File: src/rtl/par_bus_pkg.sv
// Shared encodings and defaults for the parallel bus slave and its FIFOs.
package par_bus_pkg;

    localparam logic [1:0] ST_UNSYNC     = 2'd0;
    localparam logic [1:0] ST_SYNC0_SEEN = 2'd1;
    localparam logic [1:0] ST_ACTIVE     = 2'd2;

    localparam logic [7:0] SYNC_WORD0_DEFAULT = 8'hB8;
    localparam logic [7:0] SYNC_WORD1_DEFAULT = 8'h8B;

    function automatic int occ_width(input int depth);
        return $clog2(depth) + 1;
    endfunction

endpackage

File: src/rtl/par_bus_fifo.sv
// Synchronous FWFT FIFO: head visible combinationally, push/pop take effect at the next clk edge.
// A pop frees space for a same-cycle push when full; a push into a full FIFO without a pop is dropped.
module par_bus_fifo #(
    parameter int WIDTH = 8,
    parameter int DEPTH = 16
) (
    input  logic                     clk,
    input  logic                     rst_n,
    input  logic                     flush,
    input  logic                     push,
    input  logic [WIDTH-1:0]         push_data,
    input  logic                     pop,
    output logic [WIDTH-1:0]         head,
    output logic [$clog2(DEPTH):0]   count,
    output logic                     empty,
    output logic                     full
);

    localparam int AW = $clog2(DEPTH);

    logic [WIDTH-1:0] mem [DEPTH];
    logic [AW-1:0]    wr_ptr;
    logic [AW-1:0]    rd_ptr;
    logic             do_push;
    logic             do_pop;

    assign empty   = (count == '0);
    assign full    = (count == (AW+1)'(DEPTH));
    assign do_pop  = pop && !empty;
    assign do_push = push && (!full || do_pop);
    assign head    = mem[rd_ptr];

    always_ff @(posedge clk) begin
        if (do_push && !flush) begin
            mem[wr_ptr] <= push_data;
        end
    end

    // Depth is a power of two, so the pointers wrap by plain overflow.
    always_ff @(posedge clk or negedge rst_n) begin
        if (!rst_n) begin
            wr_ptr <= '0;
            rd_ptr <= '0;
            count  <= '0;
        end else if (flush) begin
            wr_ptr <= '0;
            rd_ptr <= '0;
            count  <= '0;
        end else begin
            if (do_push) begin
                wr_ptr <= wr_ptr + 1'b1;
            end
            if (do_pop) begin
                rd_ptr <= rd_ptr + 1'b1;
            end
            count <= count + (AW+1)'(do_push) - (AW+1)'(do_pop);
        end
    end

endmodule

File: src/rtl/par_bus_slave.sv
// Parallel bus slave: locks on a two-word sync pattern, then writes land in RX FIFO (4 clk after strobe)
// and read strobes drain the TX FIFO onto the pad; full RX drops words (sticky flag), empty TX sends fill.
module par_bus_slave
    import par_bus_pkg::*;
#(
    parameter int                    DATA_WIDTH = 8,
    parameter int                    RX_DEPTH   = 16,
    parameter int                    TX_DEPTH   = 16,
    parameter logic [DATA_WIDTH-1:0] SYNC_WORD0 = DATA_WIDTH'(SYNC_WORD0_DEFAULT),
    parameter logic [DATA_WIDTH-1:0] SYNC_WORD1 = DATA_WIDTH'(SYNC_WORD1_DEFAULT),
    parameter int                    SYNC_HOLD  = 2,
    parameter logic [DATA_WIDTH-1:0] FILL_WORD  = '1
) (
    input  logic                        clk,
    input  logic                        reset,
    input  logic                        bus_clk,
    input  logic                        bus_rnw,
    input  logic [DATA_WIDTH-1:0]       bus_data_in,
    output logic [DATA_WIDTH-1:0]       bus_data_out,
    output logic                        bus_data_oe,
    input  logic                        resync,
    input  logic                        clear_flags,
    output logic [DATA_WIDTH-1:0]       rx_data,
    output logic                        rx_valid,
    input  logic                        rx_ready,
    input  logic [DATA_WIDTH-1:0]       tx_data,
    input  logic                        tx_valid,
    output logic                        tx_ready,
    output logic                        synced,
    output logic                        rx_overflow,
    output logic                        tx_underflow,
    output logic [$clog2(RX_DEPTH):0]   rx_count,
    output logic [$clog2(TX_DEPTH):0]   tx_count
);

    logic                  bclk_s1, bclk_s2, bclk_s3;
    logic                  rnw_s1, rnw_s2;
    logic [DATA_WIDTH-1:0] din_s1, din_s2;
    logic                  bclk_rise, bclk_fall;

    logic [1:0]            state;
    logic [7:0]            hold_cnt;
    logic                  hold_done;
    logic                  active;

    logic                  rx_req;
    logic [DATA_WIDTH-1:0] rx_word;
    logic                  rx_push, rx_pop, rx_empty, rx_full;
    logic                  tx_take, tx_pop, tx_push, tx_empty, tx_full;
    logic [DATA_WIDTH-1:0] tx_head;

    always_ff @(posedge clk or negedge reset) begin
        if (!reset) begin
            bclk_s1 <= 1'b0;
            bclk_s2 <= 1'b0;
            bclk_s3 <= 1'b0;
            rnw_s1  <= 1'b0;
            rnw_s2  <= 1'b0;
            din_s1  <= '0;
            din_s2  <= '0;
        end else begin
            bclk_s1 <= bus_clk;
            bclk_s2 <= bclk_s1;
            bclk_s3 <= bclk_s2;
            rnw_s1  <= bus_rnw;
            rnw_s2  <= rnw_s1;
            din_s1  <= bus_data_in;
            din_s2  <= din_s1;
        end
    end

    assign bclk_rise = bclk_s2 && !bclk_s3;
    assign bclk_fall = !bclk_s2 && bclk_s3;
    assign hold_done = (hold_cnt == 8'(SYNC_HOLD - 1));
    assign active    = (state == ST_ACTIVE);

    always_ff @(posedge clk or negedge reset) begin
        if (!reset) begin
            state    <= ST_UNSYNC;
            hold_cnt <= '0;
        end else if (resync) begin
            state    <= ST_UNSYNC;
            hold_cnt <= '0;
        end else begin
            case (state)
                ST_UNSYNC: begin
                    if (bclk_s2 && !rnw_s2 && din_s2 == SYNC_WORD0) begin
                        if (hold_done) begin
                            state    <= ST_SYNC0_SEEN;
                            hold_cnt <= '0;
                        end else begin
                            hold_cnt <= hold_cnt + 8'd1;
                        end
                    end else begin
                        hold_cnt <= '0;
                    end
                end
                ST_SYNC0_SEEN: begin
                    // Lingering first word is tolerated; anything else breaks the pattern.
                    if (!bclk_s2 || (din_s2 != SYNC_WORD0 && din_s2 != SYNC_WORD1)) begin
                        state    <= ST_UNSYNC;
                        hold_cnt <= '0;
                    end else if (din_s2 == SYNC_WORD1) begin
                        if (hold_done) begin
                            state    <= ST_ACTIVE;
                            hold_cnt <= '0;
                        end else begin
                            hold_cnt <= hold_cnt + 8'd1;
                        end
                    end else begin
                        hold_cnt <= '0;
                    end
                end
                ST_ACTIVE: hold_cnt <= '0;
                default: begin
                    state    <= ST_UNSYNC;
                    hold_cnt <= '0;
                end
            endcase
        end
    end

    // One register stage between edge detect and FIFO write sets the 4-clk strobe-to-valid latency.
    always_ff @(posedge clk or negedge reset) begin
        if (!reset) begin
            rx_req  <= 1'b0;
            rx_word <= '0;
        end else begin
            rx_req  <= active && bclk_rise && !rnw_s2 && !resync;
            rx_word <= din_s2;
        end
    end

    assign rx_push  = rx_req && !resync;
    assign rx_valid = !rx_empty;
    assign rx_pop   = rx_valid && rx_ready;

    par_bus_fifo #(.WIDTH(DATA_WIDTH), .DEPTH(RX_DEPTH)) u_rx_fifo (
        .clk       (clk),
        .rst_n     (reset),
        .flush     (resync),
        .push      (rx_push),
        .push_data (rx_word),
        .pop       (rx_pop),
        .head      (rx_data),
        .count     (rx_count),
        .empty     (rx_empty),
        .full      (rx_full)
    );

    assign tx_ready = !tx_full;
    assign tx_push  = tx_valid && tx_ready;
    assign tx_take  = active && bclk_fall && rnw_s2 && !resync;
    assign tx_pop   = tx_take && !tx_empty;

    par_bus_fifo #(.WIDTH(DATA_WIDTH), .DEPTH(TX_DEPTH)) u_tx_fifo (
        .clk       (clk),
        .rst_n     (reset),
        .flush     (resync),
        .push      (tx_push),
        .push_data (tx_data),
        .pop       (tx_pop),
        .head      (tx_head),
        .count     (tx_count),
        .empty     (tx_empty),
        .full      (tx_full)
    );

    always_ff @(posedge clk or negedge reset) begin
        if (!reset) begin
            bus_data_out <= '0;
            rx_overflow  <= 1'b0;
            tx_underflow <= 1'b0;
        end else begin
            if (tx_take) begin
                bus_data_out <= tx_empty ? FILL_WORD : tx_head;
            end
            rx_overflow  <= (rx_push && rx_full && !rx_pop) || (rx_overflow && !clear_flags);
            tx_underflow <= (tx_take && tx_empty) || (tx_underflow && !clear_flags);
        end
    end

    assign bus_data_oe = active && rnw_s2;
    assign synced      = active;

endmodule

File: config.mk
export PLATFORM = sky130hd
export DESIGN_NAME = par_bus_slave
export DESIGN_NICKNAME = d
export VERILOG_FILES = /design/src/rtl/par_bus_pkg.sv /design/src/rtl/par_bus_fifo.sv /design/src/rtl/par_bus_slave.sv
export SDC_FILE = /design/constraint.sdc
export NUM_CORES = 1
export LEC_CHECK = 0
export ABC_CLOCK_PERIOD_IN_PS = 3080
export CORE_MARGIN = 2
export CORE_UTILIZATION = 54
export CTS_CLUSTER_DIAMETER = 30
export DETAILED_ROUTE_END_ITERATION = 8
export HOLD_SLACK_MARGIN = 0.08
export MAX_ROUTING_LAYER = met4
export PLACE_DENSITY_LB_ADDON = 0.15
export SLEW_MARGIN = 30
export SYNTH_ARGS = -nofsm -noshare
export SYNTH_HDL_FRONTEND = slang
export SYNTH_SLANG_ARGS = --single-unit
export TNS_END_PERCENT = 100
File: constraint.sdc
create_clock -name clk -period 3.08 [get_ports clk]
set_clock_uncertainty 0.05 [all_clocks]
set_input_delay 0.462 -clock clk [delete_from_list [all_inputs] [get_ports clk]]
set_output_delay 0.462 -clock clk [all_outputs]
set_load 0.05 [all_outputs]
After elaboration in Yosys (flattened, before gate mapping)
Memory sizes are Yosys's and may differ from the RTL's.
Cells that the tools add are included.
Widths: inputs -> output; s select.

word-level totals
  register bits = 76
  bits in writable memories = 256
  input port bits = 24
  output and inout port bits = 32
  word-level logic and storage cells = 123
  memories = 2

operators by class
  add/subtract/negate cells = 9
  eq/ne operators = 14
  multiplexer cells = 28
  reduce and logical (&&, ||, !) cells = 50

memories
  memory         depth  width  read ports  clocked after Yosys merged registers in  wr ports  line                source
  u_rx_fifo.mem  16     8      1           0                                        1         par_bus_fifo.sv:21  logic [WIDTH-1:0] mem [DEPTH];
  u_tx_fifo.mem  16     8      1           0                                        1         par_bus_fifo.sv:21

operators by type and width
  cell                 count
  $mux 8               6
  $mux 4               8
  $logic_and 1x1->1    27
  $add 4x1->4 const B  4
  $eq 8x8->1 const B   2
  $ne 8x8->1 const B   2
  $pmux 8 s2           1
  $mux 2               6
  $add 5x1->5          2
  $eq 5x5->1 const B   2
  $logic_not 1->1      10
  $logic_not 5->1      2
  $mux 5               2
  $sub 5x1->5          2
  $add 8x1->8 const B  1
  $eq 8x1->1 const B   1
  $ne 4x4->1 const B   2
  $reduce_bool 2->1    4
  $ne 3x3->1 const B   2
  $pmux 2 s3           1
  $logic_or 1x1->1     5
  $reduce_and 5->1     1
  $mux 1               4
  $eq 2x1->1 const B   1
  other kinds (3)      3

Depth between registers and ports, before layout
Gate-level depths: netlist (run 1).

  word-level depth = 12
  mapped depth = 15
  gate-level depth less buffers = 14

Hierarchy
A second synthesis (run 1) with hierarchy kept.

second synthesis, totals
  cells, all modules = 805
  area total of the unflattened synthesis = 13613.1 µm²

modules (own cells, without submodules)
  module                    instances  cells an instance  area each (µm²)  seq. area each (µm²)
  par_bus_fifo (u_tx_fifo)  1          336                5915.7           4169.0
  par_bus_fifo (u_rx_fifo)  1          335                5914.4           4169.0
  par_bus_slave             1          134                1783.0           1251.2

Least setup slack after synthesis (run 1)
Ideal clock, no wire load.

  kind = register to register
  from = register u_rx_fifo.count[3]
  to = register u_rx_fifo.count[4]
  setup time = 134 ps
  data arrival time = 3321 ps
  required time = 2896 ps
  path slack = -426 ps
  stages on the path, launching flop included = 16
  path buffers = 1
  period minus slack after synthesis = 3506 ps
  cell sequence = dfrtp_1 inv_1 ha_1 or4b_2 clkbuf_1 nand2_1 inv_1 ha_1 inv_1 ha_1 inv_1 fa_1 nor2b_1 o21bai_1 a21oi_1 nor3b_1

on the way
  longest elaborated chain between the ends = 9
  elaborated cells between the ends (all ways) = 11
  those cells by class = 2 x add/sub; 1 x eq/ne; 1 x mux; 7 x reduce/logical

ends and longest elaborated chain
  item                    line                  source
  start, declared         par_bus_fifo.sv:14    output logic [$clog2(DEPTH):0] count,
  start signal, assigned  par_bus_fifo.sv:56    count <= count + (AW+1)'(do_push) - (AW+1)'(do_pop);
  $logic_not 5->1 (*)     par_bus_fifo.sv:27    assign empty = (count == '0);
  $logic_not 1->1 (*)     par_bus_slave.sv:135  assign rx_valid = !rx_empty;
  via rx_valid            par_bus_slave.sv:24   output logic rx_valid,
  $logic_and 1x1->1       par_bus_slave.sv:136  assign rx_pop = rx_valid && rx_ready;
  $logic_and 1x1->1 (*)   par_bus_fifo.sv:29    assign do_pop = pop && !empty;
  $logic_or 1x1->1        par_bus_fifo.sv:30    assign do_push = push && (!full || do_pop);
  $logic_and 1x1->1       par_bus_fifo.sv:30
  $add 5x1->5             par_bus_fifo.sv:56
  $sub 5x1->5 (*)         par_bus_fifo.sv:56
  $mux 5 (*)              par_bus_fifo.sv:45    end else if (flush) begin

The timed path passes the listed nets; every way through them passes the cells marked *.
A chain may end at the register's enable or synchronous reset.

Worst setup path after layout (run 1)
  from = register u_rx_fifo.rd_ptr[0]
  to = output port rx_data[7]

on the way
  longest elaborated chain between the ends = 1

ends and longest elaborated chain
  item                    line                 source
  start, declared         par_bus_fifo.sv:23   logic [AW-1:0] rd_ptr;
  start signal, assigned  par_bus_fifo.sv:54   rd_ptr <= rd_ptr + 1'b1;
  $mem_v2 16x8            -
  end, declared           par_bus_slave.sv:23  output logic [DATA_WIDTH-1:0] rx_data,

No other way between the ends.

==> impl_metrics.csv, run 1 <==
group,metric,value,unit
outcome,status,"finished, final reports clean",
power,power,13.7,mW
sta,max_freq,328,MHz
synth,synth-edff-count,256,
cts,cts_root_buf,"clkbuf_16",
sta,worstMarginPinSlew,838,ps
cts,cts_max_level,2,
power,p_comb_frac,0.133,
routing,wire_per_inst,22.1,µm
setup_path,cp.required,2570,ps
setup_path,reg2reg_depth,14,
power,leakage,5.90,nW
synth,yosys_register_bits,332,
sta,setup_viol,0,
synth,yosysTopAreaCell,"edfxtp_1",
worst_hold_path,hp-class,"flop to flop",
final_layout,multi_input_area,3450,µm²
setup_path,rr_endpoint,"u_tx_fifo.count[4]$_DFF_PN0_",
final_layout,num_antenna_cells,0,
final_layout,nNetsFinal,882,
routing,dr.first_iter.drc_count,501,
setup_path,crit_path_max_fanout,18,
floorplanning,die_h,161,µm
cts,numCtsBuffers,60,
synth,synth_flop_cell,"edfxtp_1",
synth,synth_top_area_share,0.578,
placement,gp_congestion,0.821,
floorplanning,die_w,161,µm
power,irDropWorstVdd,0.608,mV
synth,synthesis.area,13300,µm²
global_route,grt_pass1_wl,41600,µm
floorplanning,dieArea,25900,µm²
sta,timing.final.crit_period,3050,ps
final_layout,layout_common_cells,"256 x edfxtp_1, 70 x dfrtp_1, 66 x clkbuf_16",
synth,ys_types,52,
global_route,grt_pass1_vias,7372,
sta,drv_slew,0,
sta,holdWs,289,ps
floorplanning,initial_core_util,0.549,
routing,drc,0,
sta,fin_crit_sh,0.991,
setup_path,setup.worst_path.start,"u_rx_fifo.rd_ptr[0]$_DFFE_PN0P_",
synth,syn_area_per_cell,18.7,µm²
synth,synth_seq_area_share,0.721,
power,power_frac_clock,0.495,
final_layout,instances_no_fill,1208,
global_route,antenna_found_initial,0,
cts,cts_setup_buffers,0,
setup_path,critPathLaunchType,"flop",
power,seqPwrFrac,0.372,
floorplanning,num_rows,57,
global_route,grt_max_degree,77,
routing,vias,6913,
final_layout,drive_gt1_frac,0.238,
setup_path,endpoint_kind,"output port",
placement,post-dp-hpwl,16200,µm
routing,vias_per_cell,5.72,
final_layout,final_common_cell,"edfxtp_1",
power,internal_power,10.2,mW
placement,dp_cells,1092,
routing,wl,26700,µm
cts,cts.sinks,332,
global_route,grt_usage,0.219,
synth,yosys_warnings,0,
setup_path,arrival,2540,ps
final_layout,register_area,9600,µm²
sta,fin_ws,28.2,ps
setup_path,crit_end,"rx_data[7]",
synth,synthCells,712,
final_layout,syn_to_final_growth,24.4,%
placement,place_ws,69.8,ps
power,sw_frac_of_total,0.251,
routing,ant_nets,0,
cts,clkTransAtPathRegs,50,ps
synth,synth_nets,762,
cts,clk-insertion-delay-late,560,ps
setup_path,crit_type,"flop to output port",
setup_path,rr_startpoint,"u_tx_fifo.count[3]$_DFF_PN0_",
global_route,grt_overflow,0,
flow_run,maxCapViolCount,0,
synth,synthTopCellsByArea,"edfxtp_1 58%, dfrtp_1 14%, mux4_2 7.1%",
cts,cts_buffer_depth,3,
power,power.density,826,nW/µm²
placement,port_buffers,55,
synth,async_reset_ff_frac,0.229,
final_layout,fill_cells,1579,
setup_path,r2r_slack,160,ps
power,switchingPower,3.44,mW
sta,finalHoldViolCount,0,
routing,drt_first_pass_iters,5,
sta,relSlewSlack,0.442,
cts,cts_tree,"built",
floorplanning,core-area,24200,µm²
floorplanning,io_pins,56,
## cells in the mapped netlist, drive strengths merged (2+ instances only)
cell and n:
mux2 5, inv 32, o21ai 8, a22oi 3, clkbuf 17, mux4 72
dfrtp 76, buf 12, nor4 5, and3 4, a21oi 15, ha 24
edfxtp 256, o21bai 3, nand4bb 4, nand2 13, a21o 2, o22a 3
nand3b 3, or3b 2, xor2 13, xnor2 5, nor3b 3, a221oi 5
nor2b 9, nand2b 5, and2 16, fa 2, nand3 15, o41ai 2
nor2 52, mux2i 5, or3 4, nor4bb 2, or4b 2, nor3 4
## logic make-up after synthesis
logic type      Yosys count  synth area share
flops                   332             0.721
simple gates            147            0.0592
compound gates           46            0.0227
xor+xnor                 18            0.0118
fa+ha+maj                26            0.0256
buf+inv                  61            0.0217
mux                      82             0.138
## routing by layer
| layer | up-vias | GRT usage | share of wire |
|---|---|---|---|
| met5 | - | - | 0 |
| met4 | 0 | 0.0804 | 0.031 |
| met3 | 63 | 0.0449 | 0.064 |
| met2 | 247 | 0.339 | 0.48 |
| met1 | 3545 | 0.293 | 0.42 |
| li1 | 3058 | - | - |
## power groups by stage
| stage | sequential [mW] | combinational [mW] | clock [mW] |
|---|---|---|---|
| after floorplan | 5.29 | 1.15 | 0 |
| after global placement | 5.15 | 1.70 | 0 |
| after detailed placement | 5.16 | 1.75 | 0 |
| after CTS | 5.08 | 1.76 | 6.85 |
| after global routing | 5.10 | 1.95 | 7.08 |
| final | 5.09 | 1.81 | 6.76 |
## what timing repair did
action / CTS / global route
hold buffers: 1 / 0
setup endpoints to repair: 2 / 10
gates cloned: 0 / 1
endpoints found under the hold margin: 76 / 0
gates resized for setup: 2 / 8
pin swaps: 0 / 1
## area by class of cell
class                   count  area share
clock inverters            42      0.0299
well taps                 324      0.0245
repair buffers             87      0.0503
flip-flops and latches    332       0.580
multi-input cells         319       0.208
clock buffers              72      0.0999
inverters                  32     0.00726
## per-stage QoR
| stage | setup TNS, ps | instance area (µm²) | util |
|---|---|---|---|
| 5_1_grt | -33.8 | 16500 | 0.682 |
| 2_1_floorplan | 0 | 13300 | - |
| 3_3_place_gp | 0 | 14400 | 0.592 |
| 4_1_cts | -2.85 | 16500 | 0.681 |
| 3_5_place_dp | 0 | 14400 | 0.592 |
| 6_report | 0 | 16500 | 0.682 |
## critical path: stages (launching register included)
cell and delay (ps):
dfrtp_2 430, buf_12 200, mux4_1 630, mux4_2 490
buf_4 210
## state kept, by name, indices dropped and copies added, names as in the netlist, 2 cells and up
register / flops
u_rx_fifo.rd_ptr: 4
u_tx_fifo.count: 5
state: 2
u_rx_fifo.mem: 128
u_rx_fifo.count: 5
rx_word: 8
din_s2: 8
din_s1: 8
u_tx_fifo.rd_ptr: 4
u_rx_fifo.wr_ptr: 4
bus_data_out: 8
u_tx_fifo.wr_ptr: 4
hold_cnt: 8
u_tx_fifo.mem: 128
## worst min-delay path by stage
stage / startpoint / endpoint / slack (ps) / cells after the start
2_1_floorplan: reset / bclk_s1$_DFF_PN0_ / 120 / 0
3_3_place_gp: rnw_s1$_DFF_PN0_ / rnw_s2$_DFF_PN0_ / 280 / 0
3_5_place_dp: bclk_s1$_DFF_PN0_ / bclk_s2$_DFF_PN0_ / 280 / 0
4_1_cts: bus_rnw / rnw_s1$_DFF_PN0_ / 280 / 1
5_1_grt: bus_rnw / rnw_s1$_DFF_PN0_ / 290 / 1
6_report: bclk_s1$_DFF_PN0_ / bclk_s2$_DFF_PN0_ / 290 / 0
Power figures use the tool's default switching activity.
==> run 2, diff against run 1 <==
- SKIP_CTS_REPAIR_TIMING: not set -> 1
==> run 2 against run 1 <==
Effect of this change:
- maximum frequency about the same
- worst hold slack barely moved
- global-route usage barely moved
- sequential share of layout area is essentially flat
- critical path depth is the same
- non-clock buffer count is the same
- combinational power is essentially flat
- clock power barely moved
- sequential power hardly changed
- die area unchanged
- critical path type unchanged
- worst setup slack improved by 1.7 ps
- via count about the same
==> impl_metrics.csv, run 2 (synthesized netlist as in run 1, its figures left out) <==
group,metric,value,unit
setup_path,rr_endpoint,"u_tx_fifo.count[4]$_DFF_PN0_",
global_route,grt_max_degree,77,
placement,port_buffers,55,
placement,post-dp-hpwl,16200,µm
setup_path,slowest_delay,630,ps
worst_hold_path,holdPathStages,0,
final_layout,final_common_cell,"edfxtp_1",
final_layout,syn_to_final_growth,24.4,%
routing,wl,26700,µm
sta,relSlewSlack,0.459,
sta,finalHoldViolCount,0,
cts,clk-insertion-delay-late,560,ps
global_route,grt_pass1_wl,41600,µm
setup_path,cp.required,2570,ps
cts,numCtsBuffers,60,
sta,timing.final.crit_period,3050,ps
cts,cts_buffer_depth,3,
power,leakage,5.91,nW
setup_path,reg2reg_depth,14,
floorplanning,io_pins,56,
floorplanning,core-area,24200,µm²
final_layout,largestRegisters,"u_rx_fifo.mem x128, u_tx_fifo.mem x128",
cts,cts_root_buf,"clkbuf_16",
setup_path,critPathLaunchType,"flop",
setup_path,rr_startpoint,"u_tx_fifo.count[3]$_DFF_PN0_",
global_route,antenna_found_initial,0,
sta,drv_slew,0,
placement,gp_congestion,0.821,
setup_path,crit_type,"flop to output port",
outcome,status,"finished, final reports clean",
placement,dp_cells,1092,
setup_path,r2r_slack,160,ps
floorplanning,initial_core_util,0.549,
sta,worstMarginPinSlew,808,ps
cts,clkTransAtPathRegs,50,ps
sta,max_freq,328,MHz
setup_path,crit_chain,"buf_12, mux4_1, mux4_2, buf_4",
final_layout,nNetsFinal,882,
routing,drt_first_pass_iters,5,
power,power.density,826,nW/µm²
floorplanning,num_rows,57,
setup_path,arrival,2540,ps
setup_path,endpoint_kind,"output port",
final_layout,fill_cells,1577,
sta,holdWs,288,ps
placement,placed_cell_area,14400,µm²
setup_path,cp_slowest_cell,"mux4_1",
power,power,13.7,mW
global_route,grt_usage,0.219,
final_layout,num_antenna_cells,0,
routing,vias,6914,
power,irDropWorstVdd,0.608,mV
global_route,grt_pass1_vias,7371,
routing,wire_per_inst,22.1,µm
cts,cts.sinks,332,
flow_run,maxCapViolCount,0,
worst_hold_path,min-delay-start,"bclk_s1$_DFF_PN0_",
floorplanning,die_h,161,µm
final_layout,stdcell_area,16600,µm²
floorplanning,die_w,161,µm
routing,vias_per_cell,5.72,
global_route,grt_overflow,0,
sta,fin_crit_sh,0.990,
final_layout,drive_gt1_frac,0.236,
worst_hold_path,hold_path_end,"bclk_s2$_DFF_PN0_",
final_layout,final_util,0.683,
cts,cts_tree,"built",
worst_hold_path,hp-class,"flop to flop",
floorplanning,dieArea,25900,µm²
cts,cts_max_level,2,
routing,dr.first_iter.drc_count,515,
setup_path,crit_path_max_fanout,18,
final_layout,layout_common_cells,"256 x edfxtp_1, 70 x dfrtp_1, 66 x clkbuf_16",
final_layout,instances_no_fill,1208,
routing,ant_nets,0,
routing,drc,0,
sta,setup_viol,0,
run 2: cell counts in the layout (fill, tap and decap cells not counted):
No cell type changed its count.
run 2: per-layer routing:
layer  GRT usage  share of wire
met4      0.0804          0.031
met2       0.340           0.48
met3      0.0452          0.069
met1       0.292           0.42
met5           -              0
run 2: report_power, final:
part | total, mW | internal [mW] | switching, mW | leakage [nW]
logic | 1.81 | 0.803 | 1.01 | 1.59
clock network | 6.77 | 4.47 | 2.30 | 1.04
registers | 5.09 | 4.96 | 0.129 | 3.28
total | 13.7 | 10.2 | 3.44 | 5.91
run 2: critical path: cells and delay by family (launching register included):
family	cells	cell delay (ps)
DFF	1	430
muxes	2	1120
buffers and inverters	2	400
run 2: how the worst max path moves through the flow:
stage                               startpoint                            to  slack, ps  cells after the start
2_1_floorplan     u_tx_fifo.count[2]$_DFF_PN0_  u_tx_fifo.count[4]$_DFF_PN0_         20                     15
3_3_place_gp                            resync  u_tx_fifo.count[4]$_DFF_PN0_        200                     13
3_5_place_dp                            resync  u_tx_fifo.count[4]$_DFF_PN0_         70                     13
4_1_cts        u_rx_fifo.rd_ptr[0]$_DFFE_PN0P_                    rx_data[2]        -10                      4
5_1_grt           u_tx_fifo.count[3]$_DFF_PN0_  u_tx_fifo.count[4]$_DFF_PN0_        -20                     14
6_report       u_rx_fifo.rd_ptr[0]$_DFFE_PN0P_                    rx_data[6]         30                      4
run 2: cell type report:
type,count,area (µm²),area share
flip-flops and latches,332,9600,0.580
multi-input cells,319,3450,0.208
clock buffers,72,1650,0.0999
repair buffers,87,832,0.0503
clock inverters,42,494,0.0299
well taps,324,405,0.0245
inverters,32,120,0.00726
run 2: stage by stage:
stage                     setup TNS, ps  setup slack, ps
after floorplan                       0             15.1
after global placement                0              204
after detailed placement              0             69.8
after CTS                         -13.2            -11.5
after global routing              -30.8            -18.0
final                                 0             29.9
==> run 3, diff against run 2 <==
- SETUP_SLACK_MARGIN: not set -> 0.1
==> run 3 against run 2 <==
Effect of this change:
- via count shrank 0.30%
- clock-buffer cell count fell by 11
- cell count decreased by 0.41%
- global-route usage fell by 0.18 points
- critical path type unchanged
- largest cell class unchanged
==> impl_metrics.csv, run 3 (synthesized netlist as in run 1, its figures left out) <==
group,metric,value,unit
routing,drt_first_pass_iters,5,
floorplanning,num_rows,57,
global_route,grt_overflow,0,
placement,port_buffers,55,
placement,place_ws,198,ps
outcome,status,"finished, final reports clean",
global_route,grt_max_degree,77,
global_route,grt_usage,0.217,
routing,wire_per_inst,22.1,µm
sta,drv_slew,0,
power,irDropWorstVdd,0.545,mV
sta,fin_ws,57.4,ps
sta,setup_tns,0,ps
sta,rsz0062_at_grt,"true",
cts,cts_max_level,2,
final_layout,drive_gt1_frac,0.249,
sta,worstMarginPinSlew,885,ps
cts,cts_root_buf,"clkbuf_16",
cts,clk-insertion-delay-late,550,ps
floorplanning,initial_core_util,0.549,
cts,cts.sinks,332,
placement,gp_congestion,0.782,
sta,relSlewSlack,0.408,
routing,vias,6893,
worst_hold_path,hp-class,"flop to flop",
sta,max_freq,331,MHz
setup_path,critPathLaunchType,"flop",
floorplanning,core-area,24200,µm²
power,seqPwrFrac,0.387,
flow_run,maxCapViolCount,0,
routing,dr.first_iter.drc_count,524,
floorplanning,die_h,161,µm
power,p_comb_frac,0.145,
power,leakage,5.81,nW
cts,clkTransAtPathRegs,50,ps
power,power_frac_clock,0.467,
sta,timing.final.crit_period,3020,ps
final_layout,fill_cells,1604,
global_route,antenna_found_initial,0,
floorplanning,die_w,161,µm
final_layout,final_common_cell,"edfxtp_1",
setup_path,cp.required,2570,ps
sta,setup_viol,0,
cts,cts_buffer_depth,3,
setup_path,crit_type,"flop to output port",
power,sw_frac_of_total,0.256,
floorplanning,io_pins,56,
placement,post-dp-hpwl,16700,µm
final_layout,layout_common_cells,"256 x edfxtp_1, 70 x dfrtp_1, 58 x clkbuf_16",
power,internal_power,9.77,mW
routing,wl,26600,µm
final_layout,register_area,9600,µm²
cts,numCtsBuffers,55,
global_route,grt_pass1_wl,41700,µm
final_layout,nNetsFinal,883,
power,power.density,801,nW/µm²
power,switchingPower,3.36,mW
setup_path,endpoint_kind,"output port",
final_layout,final_util,0.676,
global_route,grt_pass1_vias,7374,
routing,drc,0,
routing,ant_nets,0,
routing,vias_per_cell,5.73,
final_layout,largestRegisters,"u_rx_fifo.mem x128, u_tx_fifo.mem x128",
final_layout,num_antenna_cells,0,
final_layout,multi_input_area,3480,µm²
setup_path,arrival,2510,ps
floorplanning,dieArea,25900,µm²
setup_path,crit_path_max_fanout,18,
sta,fin_crit_sh,0.981,
sta,finalHoldViolCount,0,
cts,cts_tree,"built",
final_layout,syn_to_final_growth,23.1,%
[run 3: cell count changes in the layout (fill, tap and decap cells not counted), moves of 3 or more]
cell       delta
inv_2         +4
clkinv_4      -3
buf_4         +6
clkbuf_16     -8
clkinv_2      +5
inv_8         +3
inv_1         -4
clkbuf_1      -3
clkinv_8      -3
[run 3: area by class of cell]
cell class | instances | area share
clock buffers | 61 | 0.0880
clock inverters | 42 | 0.0283
inverters | 32 | 0.00733
multi-input cells | 319 | 0.212
flip-flops and latches | 332 | 0.586
well taps | 324 | 0.0247
repair buffers | 93 | 0.0534
[run 3: worst max-delay path, cell delays in order, from the launching register on]
cell	delay, ps
dfrtp_2	420
buf_12	210
mux4_1	630
mux4_2	500
buf_4	210
[run 3: worst paths after layout]
kind,slack (ps),to,from,cells after the start
worst max-delay path,60,rx_data[6],u_rx_fifo.rd_ptr[0]$_DFFE_PN0P_,4
worst min-delay path,300,din_s2[7]$_DFF_PN0_,din_s1[7]$_DFF_PN0_,0
worst max register to register,170,u_tx_fifo.count[4]$_DFF_PN0_,u_tx_fifo.count[2]$_DFF_PN0_,14
worst min register to register,300,din_s2[7]$_DFF_PN0_,din_s1[7]$_DFF_PN0_,0
max in group asynchronous,1940,u_tx_fifo.count[2]$_DFF_PN0_,reset,2
min in group asynchronous,490,u_rx_fifo.rd_ptr[2]$_DFFE_PN0P_,reset,2
[run 3: power groups by stage]
stage	clock network, mW	logic, mW	registers (mW)
2_1_floorplan	0	1.19	5.29
3_3_place_gp	0	1.74	5.15
3_5_place_dp	0	1.77	5.17
4_1_cts	6.22	1.78	5.08
5_1_grt	6.43	2.05	5.10
6_report	6.14	1.91	5.08
[run 3: stage by stage]
stage                     instances  hold WS (ps)  power (mW)  area (µm²)
after floorplan                 712           116        6.48       13400
after global placement         1091           285        6.89       14400
after detailed placement       1091           287        6.94       14400
after CTS                      1194         -69.5        13.1       16300
after global routing           1203           301        13.6       16400
final                          1203           296        13.1       16400
[run 3: metal layers]
metal | GRT usage | routed length (µm) | part of all wire | vias up
li1 | - | - | - | 3059
met1 | 0.287 | 11100 | 0.42 | 3592
met4 | 0.0584 | 374 | 0.014 | 0
met2 | 0.351 | 13600 | 0.51 | 216
met3 | 0.0439 | 1590 | 0.060 | 26
met5 | - | 0 | 0 | -
